[src/rtl/gpu_pkg.sv]
// Shared constants for the GPU data-memory path.
package gpu_pkg;

  localparam int unsigned DMEM_ADDR_W = 8;
  localparam int unsigned DMEM_DATA_W = 64;
  localparam int unsigned STAT_W      = 16;

  // Width of a binary requester index; never narrower than one bit.
  function automatic int unsigned ptr_width(input int unsigned n);
    return (n > 1) ? $clog2(n) : 1;
  endfunction

endpackage

[src/rtl/dmem_rr_arbiter_rr_pick.sv]
// rr_pick: combinational round-robin pick. Searches req from index ptr
// upward with wrap and returns a one-hot grant plus its binary index.
module rr_pick
  import gpu_pkg::*;
#(
  parameter int unsigned NUM_REQ = 4,
  parameter int unsigned PTR_W   = ptr_width(NUM_REQ)
) (
  input  logic [NUM_REQ-1:0] req,
  input  logic [PTR_W-1:0]   ptr,
  output logic [NUM_REQ-1:0] gnt,
  output logic [PTR_W-1:0]   idx,
  output logic               valid
);

  localparam logic [PTR_W:0] NUM_REQ_W = (PTR_W+1)'(NUM_REQ);

  logic [PTR_W:0]   sum;
  logic [PTR_W-1:0] pos;

  // Rotate by ptr, take the first set bit, map back to a requester index.
  always_comb begin
    gnt   = '0;
    idx   = '0;
    valid = 1'b0;
    sum   = '0;
    pos   = '0;
    for (int unsigned k = 0; k < NUM_REQ; k++) begin
      // ptr < NUM_REQ and k < NUM_REQ, so one conditional subtract wraps.
      sum = {1'b0, ptr} + (PTR_W+1)'(k);
      if (sum >= NUM_REQ_W) begin
        sum = sum - NUM_REQ_W;
      end
      pos = sum[PTR_W-1:0];
      if (!valid && req[pos]) begin
        valid    = 1'b1;
        idx      = pos;
        gnt[pos] = 1'b1;
      end
    end
  end

endmodule

[src/rtl/dmem_rr_arbiter.sv]
// dmem_rr_arbiter: round-robin sharing of one single-port data-memory BRAM.
// Grants one requester per cycle, registers the BRAM command and steers the
// registered read data back via a two-stage {valid, index} return pipe.
// Optional wait-cycle statistics: define DMEM_ARB_STATS_EN.
module dmem_rr_arbiter
  import gpu_pkg::*;
#(
  parameter int unsigned NUM_REQ = 4,
  parameter int unsigned ADDR_W  = DMEM_ADDR_W,
  parameter int unsigned DATA_W  = DMEM_DATA_W
) (
  input  logic                      clk,
  input  logic                      rst,
  input  logic [NUM_REQ-1:0]        req,
  input  logic [NUM_REQ-1:0]        req_we,
  input  logic [NUM_REQ*ADDR_W-1:0] req_addr,
  input  logic [NUM_REQ*DATA_W-1:0] req_wdata,
  output logic [NUM_REQ-1:0]        gnt,
  output logic [NUM_REQ-1:0]        rvalid,
  output logic [DATA_W-1:0]         rdata,
  output logic                      mem_en,
  output logic                      mem_we,
  output logic [ADDR_W-1:0]         mem_addr,
  output logic [DATA_W-1:0]         mem_wdata,
  input  logic [DATA_W-1:0]         mem_rdata
`ifdef DMEM_ARB_STATS_EN
  ,
  input  logic                      stat_clr,
  output logic [NUM_REQ*STAT_W-1:0] stat_wait
`endif
);

  localparam int unsigned    PTR_W    = ptr_width(NUM_REQ);
  localparam logic [PTR_W-1:0] PTR_LAST = PTR_W'(NUM_REQ - 1);

  logic [NUM_REQ-1:0] req_live;
  logic [NUM_REQ-1:0] pick_gnt;
  logic [PTR_W-1:0]   pick_idx;
  logic               pick_valid;

  logic               sel_we;
  logic [ADDR_W-1:0]  sel_addr;
  logic [DATA_W-1:0]  sel_wdata;

  logic [PTR_W-1:0]   ptr_d, ptr_q;
  logic               mem_en_d, mem_en_q;
  logic               mem_we_d, mem_we_q;
  logic [ADDR_W-1:0]  mem_addr_d, mem_addr_q;
  logic [DATA_W-1:0]  mem_wdata_d, mem_wdata_q;
  logic               s1_vld_d, s1_vld_q;
  logic [PTR_W-1:0]   s1_idx_d, s1_idx_q;
  logic               s2_vld_d, s2_vld_q;
  logic [PTR_W-1:0]   s2_idx_d, s2_idx_q;

  // No requester is visible to the picker while reset is held.
  assign req_live = rst ? '0 : req;

  rr_pick #(
    .NUM_REQ (NUM_REQ),
    .PTR_W   (PTR_W)
  ) u_pick (
    .req   (req_live),
    .ptr   (ptr_q),
    .gnt   (pick_gnt),
    .idx   (pick_idx),
    .valid (pick_valid)
  );

  assign gnt = pick_gnt;

  // One-hot AND-OR mux of the granted requester's command fields.
  always_comb begin
    sel_we    = 1'b0;
    sel_addr  = '0;
    sel_wdata = '0;
    for (int unsigned i = 0; i < NUM_REQ; i++) begin
      if (pick_gnt[i]) begin
        sel_we    = req_we[i];
        sel_addr  = req_addr[i*ADDR_W +: ADDR_W];
        sel_wdata = req_wdata[i*DATA_W +: DATA_W];
      end
    end
  end

  // Next pointer, next BRAM command and return-pipe advance.
  always_comb begin
    ptr_d       = ptr_q;
    mem_en_d    = pick_valid;
    mem_we_d    = pick_valid & sel_we;
    mem_addr_d  = mem_addr_q;
    mem_wdata_d = mem_wdata_q;
    if (pick_valid) begin
      ptr_d       = (pick_idx == PTR_LAST) ? '0 : pick_idx + PTR_W'(1);
      mem_addr_d  = sel_addr;
      mem_wdata_d = sel_wdata;
    end
    s1_vld_d = pick_valid & ~sel_we;
    s1_idx_d = pick_idx;
    s2_vld_d = s1_vld_q;
    s2_idx_d = s1_idx_q;
  end

  // Pointer, command and return-pipe registers.
  always_ff @(posedge clk) begin
    if (rst) begin
      ptr_q       <= '0;
      mem_en_q    <= 1'b0;
      mem_we_q    <= 1'b0;
      mem_addr_q  <= '0;
      mem_wdata_q <= '0;
      s1_vld_q    <= 1'b0;
      s1_idx_q    <= '0;
      s2_vld_q    <= 1'b0;
      s2_idx_q    <= '0;
    end else begin
      ptr_q       <= ptr_d;
      mem_en_q    <= mem_en_d;
      mem_we_q    <= mem_we_d;
      mem_addr_q  <= mem_addr_d;
      mem_wdata_q <= mem_wdata_d;
      s1_vld_q    <= s1_vld_d;
      s1_idx_q    <= s1_idx_d;
      s2_vld_q    <= s2_vld_d;
      s2_idx_q    <= s2_idx_d;
    end
  end

  // A command already registered when reset arrives is squashed, so an
  // in-flight store never reaches the BRAM during reset.
  assign mem_en    = mem_en_q & ~rst;
  assign mem_we    = mem_we_q & ~rst;
  assign mem_addr  = mem_addr_q;
  assign mem_wdata = mem_wdata_q;
  assign rdata     = mem_rdata;

  // Decode the stage-2 return slot to a one-hot load-valid.
  always_comb begin
    rvalid = '0;
    if (s2_vld_q && !rst) begin
      rvalid[s2_idx_q] = 1'b1;
    end
  end

`ifdef DMEM_ARB_STATS_EN
  logic [NUM_REQ-1:0][STAT_W-1:0] wait_d, wait_q;

  // Saturating per-requester wait counters; clear wins over increment.
  always_comb begin
    wait_d = wait_q;
    for (int unsigned i = 0; i < NUM_REQ; i++) begin
      if (stat_clr) begin
        wait_d[i] = '0;
      end else if (req[i] && !gnt[i] && (wait_q[i] != '1)) begin
        wait_d[i] = wait_q[i] + STAT_W'(1);
      end
    end
  end

  // Wait counter registers.
  always_ff @(posedge clk) begin
    if (rst) begin
      wait_q <= '0;
    end else begin
      wait_q <= wait_d;
    end
  end

  assign stat_wait = wait_q;
`endif

endmodule

[config.mk]
export PLATFORM = sky130hd
export DESIGN_NAME = dmem_rr_arbiter
export DESIGN_NICKNAME = d
export VERILOG_FILES = /design/src/rtl/gpu_pkg.sv /design/src/rtl/dmem_rr_arbiter_rr_pick.sv /design/src/rtl/dmem_rr_arbiter.sv
export SDC_FILE = /design/constraint.sdc
export NUM_CORES = 1
export LEC_CHECK = 0
export ABC_AREA = 1
export CAP_MARGIN = 5
export CORE_AREA = 2 2 196 198
export CTS_BUF_LIST = sky130_fd_sc_hd__clkbuf_8
export CTS_CLUSTER_DIAMETER = 60
export DETAILED_ROUTE_END_ITERATION = 16
export DIE_AREA = 0 0 198 200
export DONT_BUFFER_PORTS = 1
export PLACE_DENSITY_LB_ADDON = 0.3
export SYNTH_ARGS = -nofsm -noshare
export SYNTH_HDL_FRONTEND = slang
export SYNTH_SLANG_ARGS = --single-unit
[constraint.sdc]
create_clock -name clk -period 5.9 [get_ports clk]
set_input_delay 0.885 -clock clk [delete_from_list [all_inputs] [get_ports clk]]
set_output_delay 0.885 -clock clk [all_outputs]
set_load 0.03 [all_outputs]
# Yosys cells after proc, flatten, opt, wreduce, memory -nomap -nowiden
# Cells that the tools add are included.
# Widths: inputs -> output; s select.
# word_totals
regBits,82
latch_bits,0
ramBits,0
rom_bits,0
input_bits,362
output_inout_bits,146
wordCells,103
memories,0
# op_classes
addsub,8
multipliers,0
n_div,0
n_lt_le_gt_ge,14
n_eq_ne,1
shifts,0
n_mux,49
bitwise,9
n_reduce_logical,13
# ops
operator,count
$mux 64,4
$mux 8,4
$mux 4,6
$mux 2,9
$mux 1,17
$lt 2x3->1 const B,5
$or 4x4->4,3
$demux 1 s2,5
$ge 2x1->1 const B,5
$ge 3x3->1 const B,3
$logic_and 1x1->1,9
$bmux 1 s2,4
$sub 2x1->2 const B,4
$add 2x2->3 const B,2
$and 1x1->1,4
$logic_not 1->1,4
$add 2x1->3 const B,1
$ge 2x3->1 const B,1
$add 2x1->2 const B,1
$eq 2x2->1 const B,1
$not 1->1,2

# Depth between registers and ports, before layout
# logic_depth
depth_word,20
mapped_depth,18
ltp_nobuf,15

# Modules after synthesis
# Synthesis repeated with hierarchy kept, for this count alone.
# unflattened
hier_cells,1142
hier_area_um2,6949.2
# by_module_without_submodules
module,n_inst,cells_each,area_each_um2,seq_area_each_um2
dmem_rr_arbiter,1,1068,6508.7,1641.6
rr_pick,1,74,440.4,0.0

# Least setup slack after synthesis
# Ideal clock, no wire load.
# synth_path
path_type,input-to-output
startpoint,input rst
endpoint,output gnt[3]
arrival_time_ns,2.191
required_time_ns,5.015
setup_slack_ns,2.824
stages,12
path_buffers,3
path_cell_list,buf_6 inv_6 nand3_1 nand2_1 nand2_1 nand2_2 inv_2 nor2_4 nand2_1 nand4_2 buf_4 buf_2
# synth_via
elab_chain_len,13
word_cells_on_any_way,25
cone_classes,mux (16); bitwise (3); reduce/logical (6)
# synth_rtl
element,line_no,source
start: declaration,dmem_rr_arbiter.sv:13,"input logic rst,"
$mux 4 *,dmem_rr_arbiter.sv:56,assign req_live = rst ? '0 : req;
$bmux 1 s2,dmem_rr_arbiter_rr_pick.sv:35,if (!valid && req[pos]) begin
$mux 1 (not written as such),dmem_rr_arbiter_rr_pick.sv:35,
$mux 1,dmem_rr_arbiter_rr_pick.sv:35,
$logic_not 1->1,dmem_rr_arbiter_rr_pick.sv:35,
$logic_and 1x1->1,dmem_rr_arbiter_rr_pick.sv:35,
$mux 1,dmem_rr_arbiter_rr_pick.sv:35,
$logic_not 1->1,dmem_rr_arbiter_rr_pick.sv:35,
$logic_and 1x1->1,dmem_rr_arbiter_rr_pick.sv:35,
$mux 1,dmem_rr_arbiter_rr_pick.sv:35,
$logic_not 1->1,dmem_rr_arbiter_rr_pick.sv:35,
$logic_and 1x1->1,dmem_rr_arbiter_rr_pick.sv:35,
$mux 4 *,dmem_rr_arbiter_rr_pick.sv:35,
end: declaration,dmem_rr_arbiter.sv:18,"output logic [NUM_REQ-1:0] gnt,"
# Every way passes the cells marked *; elsewhere a longest branch is shown, timed or not. The select of a mux whose other input is x is not followed.

==> impl_metrics.prom <==
# TYPE chip_impl_metric gauge
chip_impl_metric{name="placement_rows",unit=""} 71
chip_impl_metric{name="switching_share",unit=""} 0.606
chip_impl_metric{name="power.static_leakage",unit="nW"} 3.80
chip_impl_metric{name="grt_first_pass_wirelength",unit="um"} 34900
chip_impl_info{name="synth.area.top_cells",value="nand2_1 (31%), dfxtp_1 (24%), a21oi_1 (11%), inv_1 (8.8%), buf_4 (7.6%)"} 1
chip_impl_info{name="cp_common_cell",value="nand2_4"} 1
chip_impl_metric{name="cts_post_setup_buffers_inserted",unit=""} 0
chip_impl_metric{name="finalCritPeriodShare",unit=""} 0.708
chip_impl_metric{name="report.final.setup_viol",unit=""} 0
chip_impl_info{name="critPathCaptureType",value="output pin"} 1
chip_impl_metric{name="fin_hold_ws",unit="ps"} 419
chip_impl_info{name="run_status",value="finished, final reports clean"} 1
chip_impl_metric{name="detailroute.via_count",unit=""} 6528
chip_impl_metric{name="power.net_switching",unit="mW"} 3.43
chip_impl_metric{name="worst_skew_pair.late_latency",unit="ps"} 420
chip_impl_metric{name="relSlewSlack",unit=""} 0.315
chip_impl_metric{name="gr-total-overflow",unit=""} 0
chip_impl_metric{name="h-tree-depth",unit=""} 3
chip_impl_metric{name="power_frac_seq",unit=""} 0.279
chip_impl_metric{name="grt_pass1_vias",unit=""} 5895
chip_impl_metric{name="vdd_ir_drop_max",unit="mV"} 0.251
chip_impl_info{name="post_synth_most_frequent_cells",value="nand2_1 (561), inv_1 (160), a21oi_1 (149), dfxtp_1 (82), buf_4 (69)"} 1
chip_impl_metric{name="place_hpwl",unit="um"} 18900
chip_impl_metric{name="crit_buf_inv",unit=""} 3
chip_impl_metric{name="via_per_inst",unit=""} 4.08
chip_impl_info{name="critPathSlowestCell",value="buf_4"} 1
chip_impl_metric{name="number_of_flops_mapped_to_enable_cells_by_yosys",unit=""} 0
chip_impl_metric{name="wirelength",unit="um"} 25000
chip_impl_metric{name="yosys_register_bits",unit=""} 82
chip_impl_metric{name="tns",unit="ps"} 0
chip_impl_info{name="synth_top_family_by_area",value="simple AND/OR/NAND/NOR gates"} 1
chip_impl_metric{name="nets",unit=""} 1452
chip_impl_metric{name="die_w",unit="um"} 198
chip_impl_metric{name="compound_gate_portion_of_the_synthesized_area",unit=""} 0.114
chip_impl_metric{name="skew_final",unit="ps"} 9.51
chip_impl_metric{name="critical_path_arrival",unit="ps"} 3290
chip_impl_metric{name="dieArea",unit="mm^2"} 0.0396
chip_impl_metric{name="n_antenna_cell",unit=""} 0
chip_impl_info{name="timing.hold.worst.class",value="reg2reg"} 1
chip_impl_metric{name="post_synth_instance_area",unit="mm^2"} 0.00680
chip_impl_metric{name="clock_transition_time_at_the_flip_flop_clock_pins_of_the_worst_setup_and_hold_paths",unit="ps"} 100
chip_impl_metric{name="slew_worst_pin",unit="ps"} 1020
chip_impl_info{name="synthMostInstantiatedCell",value="nand2_1"} 1
chip_impl_metric{name="synth_top_area_frac",unit=""} 0.309
chip_impl_metric{name="hold_viol",unit=""} 0
chip_impl_metric{name="postSynth.asyncResetShare",unit=""} 0
chip_impl_metric{name="cts.sinks",unit=""} 82
chip_impl_metric{name="syn-instance-count",unit=""} 1191
chip_impl_metric{name="intPower",unit="mW"} 2.23
chip_impl_metric{name="ys_seq_area_frac",unit=""} 0.241
chip_impl_metric{name="synth_nets",unit=""} 1559
chip_impl_metric{name="drc",unit=""} 0
chip_impl_metric{name="place_congestion",unit=""} 0.849
chip_impl_metric{name="numCtsBuffers",unit=""} 9
chip_impl_metric{name="synthAdderAreaFrac",unit=""} 0.0110
chip_impl_metric{name="num-fill-cells",unit=""} 4360
chip_impl_info{name="cell_type_with_the_highest_aggregate_area_in_the_netlist",value="nand2_1"} 1
chip_impl_metric{name="synthXorXnorAreaFrac",unit=""} 0
chip_impl_metric{name="final.min_clock_period",unit="ps"} 4180
chip_impl_metric{name="final_max_slew_viol_count",unit=""} 0
chip_impl_metric{name="multi_input_combinational_cell_area",unit="mm^2"} 0.00361
chip_impl_info{name="critPathTopFamily",value="simple AND/OR/NAND/NOR gates"} 1
chip_impl_info{name="tritoncts",value="built"} 1
chip_impl_metric{name="all_layer_gr_usage",unit=""} 0.120
chip_impl_metric{name="synth.area.mux_share",unit=""} 0
chip_impl_metric{name="synth.lib_cells_used.distinct",unit=""} 27
chip_impl_metric{name="std_cell_core_area",unit="mm^2"} 0.0374
chip_impl_metric{name="cts-resized-gates",unit=""} 0
chip_impl_info{name="critPathKind",value="reg2out"} 1
chip_impl_metric{name="cp_max_fo",unit=""} 41
chip_impl_metric{name="grt_max_degree",unit=""} 81
chip_impl_metric{name="ant_nets",unit=""} 0
chip_impl_metric{name="p_total",unit="mW"} 5.66
chip_impl_metric{name="numPortBuffers",unit=""} 0
chip_impl_metric{name="average_detailed_routed_wire_length_per_instance",unit="um"} 15.7
chip_impl_metric{name="clockBufferDepth",unit=""} 2
chip_impl_metric{name="synth_area_per_cell",unit="um^2"} 5.71
chip_impl_metric{name="starting_density_of_the_core",unit=""} 0.182
chip_impl_metric{name="power_frac_comb",unit=""} 0.639
chip_impl_metric{name="p_per_area",unit="mW/mm^2"} 834
chip_impl_metric{name="yosys.area_share.simple",unit=""} 0.402
chip_impl_info{name="path_cells",value="inv_2 -> ha_1 -> inv_1 -> nand3_1 -> nand2_2 -> nand2_4 -> nor2_8 -> nand3_2 -> nand2_4 -> buf_4"} 1
chip_impl_info{name="synth_ff_type",value="dfxtp_1"} 1
chip_impl_metric{name="die_h",unit="um"} 200
chip_impl_metric{name="yosysWarnings",unit=""} 0
chip_impl_info{name="clk_root_buffer_cell",value="clkbuf_8"} 1
chip_impl_metric{name="area.sequential",unit="mm^2"} 0.00164
chip_impl_metric{name="crit_required",unit="ps"} 5020
chip_impl_metric{name="max-cap-violations",unit=""} 0
chip_impl_metric{name="drt_iter0_markers",unit=""} 312
chip_impl_metric{name="critical_path.max_stage_delay",unit="ps"} 580
chip_impl_metric{name="cts.hold.buffers_added",unit=""} 0
chip_impl_metric{name="clock_power_share",unit=""} 0.082
chip_impl_metric{name="io-pin-count",unit=""} 508
chip_impl_metric{name="drive_gt1_frac",unit=""} 0.0900
chip_impl_info{name="rsz_0062_raised_after_global_routing",value="no"} 1
chip_impl_metric{name="maxClockFrequency",unit="MHz"} 239
chip_impl_metric{name="drt_first_pass_iters",unit=""} 5
chip_impl_info{name="crit_start_category",value="flop"} 1
chip_impl_metric{name="antenna_found_initial",unit=""} 0
chip_impl_metric{name="layout_area_overhead",unit="%"} -0.184
[final timing paths]
path / startpoint / to / slack [ps] / cells after the start
setup / recovery: flop / gnt[1] / 1720 / 10
hold / removal: s1_idx_q[0] / s2_idx_q[0] / 420 / 2
setup reg to reg: flop / mem_addr[6] / 2240 / 16
hold reg to reg: s1_idx_q[0] / s2_idx_q[0] / 420 / 2
[metrics by stage]
stage	area, um^2	cells	worst slack [ps]	util
finish	6790	1600	1720	0.182
global route	6790	1600	1470	0.182
CTS	6790	1600	1670	0.182
detailed placement	6590	1584	2200	0.176
global placement	6590	1584	2260	0.176
floorplan	6800	1191	2820	-
[cell usage in the layout (no fill, tap or decap), types with 2 or more instances in the layout]
master / netlist / layout
dfxtp_1: 82 / 82
nand3_4: 0 / 2
nand2_1: 561 / 561
nor2_1: 8 / 8
a21oi_1: 149 / 149
nand2_4: 2 / 3
nand3_2: 8 / 6
nand2_2: 53 / 52
clkinvlp_4: 0 / 3
clkbuf_8: 0 / 10
nor3_1: 4 / 4
inv_2: 4 / 4
nor2_4: 2 / 2
buf_4: 69 / 9
nand3_1: 16 / 16
inv_1: 160 / 160
ha_1: 6 / 6
[state kept, by name, indices dropped and copies added, names as in the netlist, named ones only]
| signal | flops |
|---|---|
| mem_addr | 8 |
| mem_we_q | 1 |
| mem_en_q | 1 |
| mem_wdata | 64 |
| s2_idx_q | 2 |
| s2_vld_q | 1 |
| ptr_q | 1 |
| s1_vld_q | 1 |
| s1_idx_q | 2 |
[cells by family (layout without fill, tap and decap cells)]
group	count (synthesis)	in the layout
AOI/OAI and AO/OA	153	153
buffers and inverters	292	190
DFF	82	82
adders and majority gates	6	6
and+or+nand+nor	658	658
[worst reg2reg max path: stages (launching register included)]
cell and delay, ps:
dfxtp_1 550, inv_2 180, ha_1 380, inv_1 110, nand3_1 110, nand2_2 90, nand3_1 100, nor2_1 40
nor2_1 180, nand2_4 320, inv_2 580, buf_4 520, nand2_1 120, nand2_1 90, nand2_1 80, nand2_1 60
nand2_1 40
[per-layer routing]
layer	track usage	share of wire	vias up
met5	0	0	-
met4	0.0816	0.048	0
met3	0.0499	0.11	62
met2	0.200	0.47	324
met1	0.125	0.38	2867
li1	-	-	3275
[power by group through the flow]
stage / registers [mW] / logic [mW] / clock network (mW)
4_1_cts: 1.59 / 3.67 / 0.504
5_1_grt: 1.61 / 4.19 / 0.515
2_1_floorplan: 1.51 / 3.15 / 0
3_5_place_dp: 1.60 / 3.66 / 0
6_report: 1.58 / 3.62 / 0.464
3_3_place_gp: 1.61 / 3.62 / 0
[cell type report]
class                   count  area share
clock inverters             6     0.00976
well taps                 511      0.0941
flip-flops and latches     82       0.242
repair buffers              9     0.00995
clock buffers              10      0.0203
multi-input cells         817       0.532
inverters                 165      0.0919
Note: power is estimated with default switching activity, not from simulation.
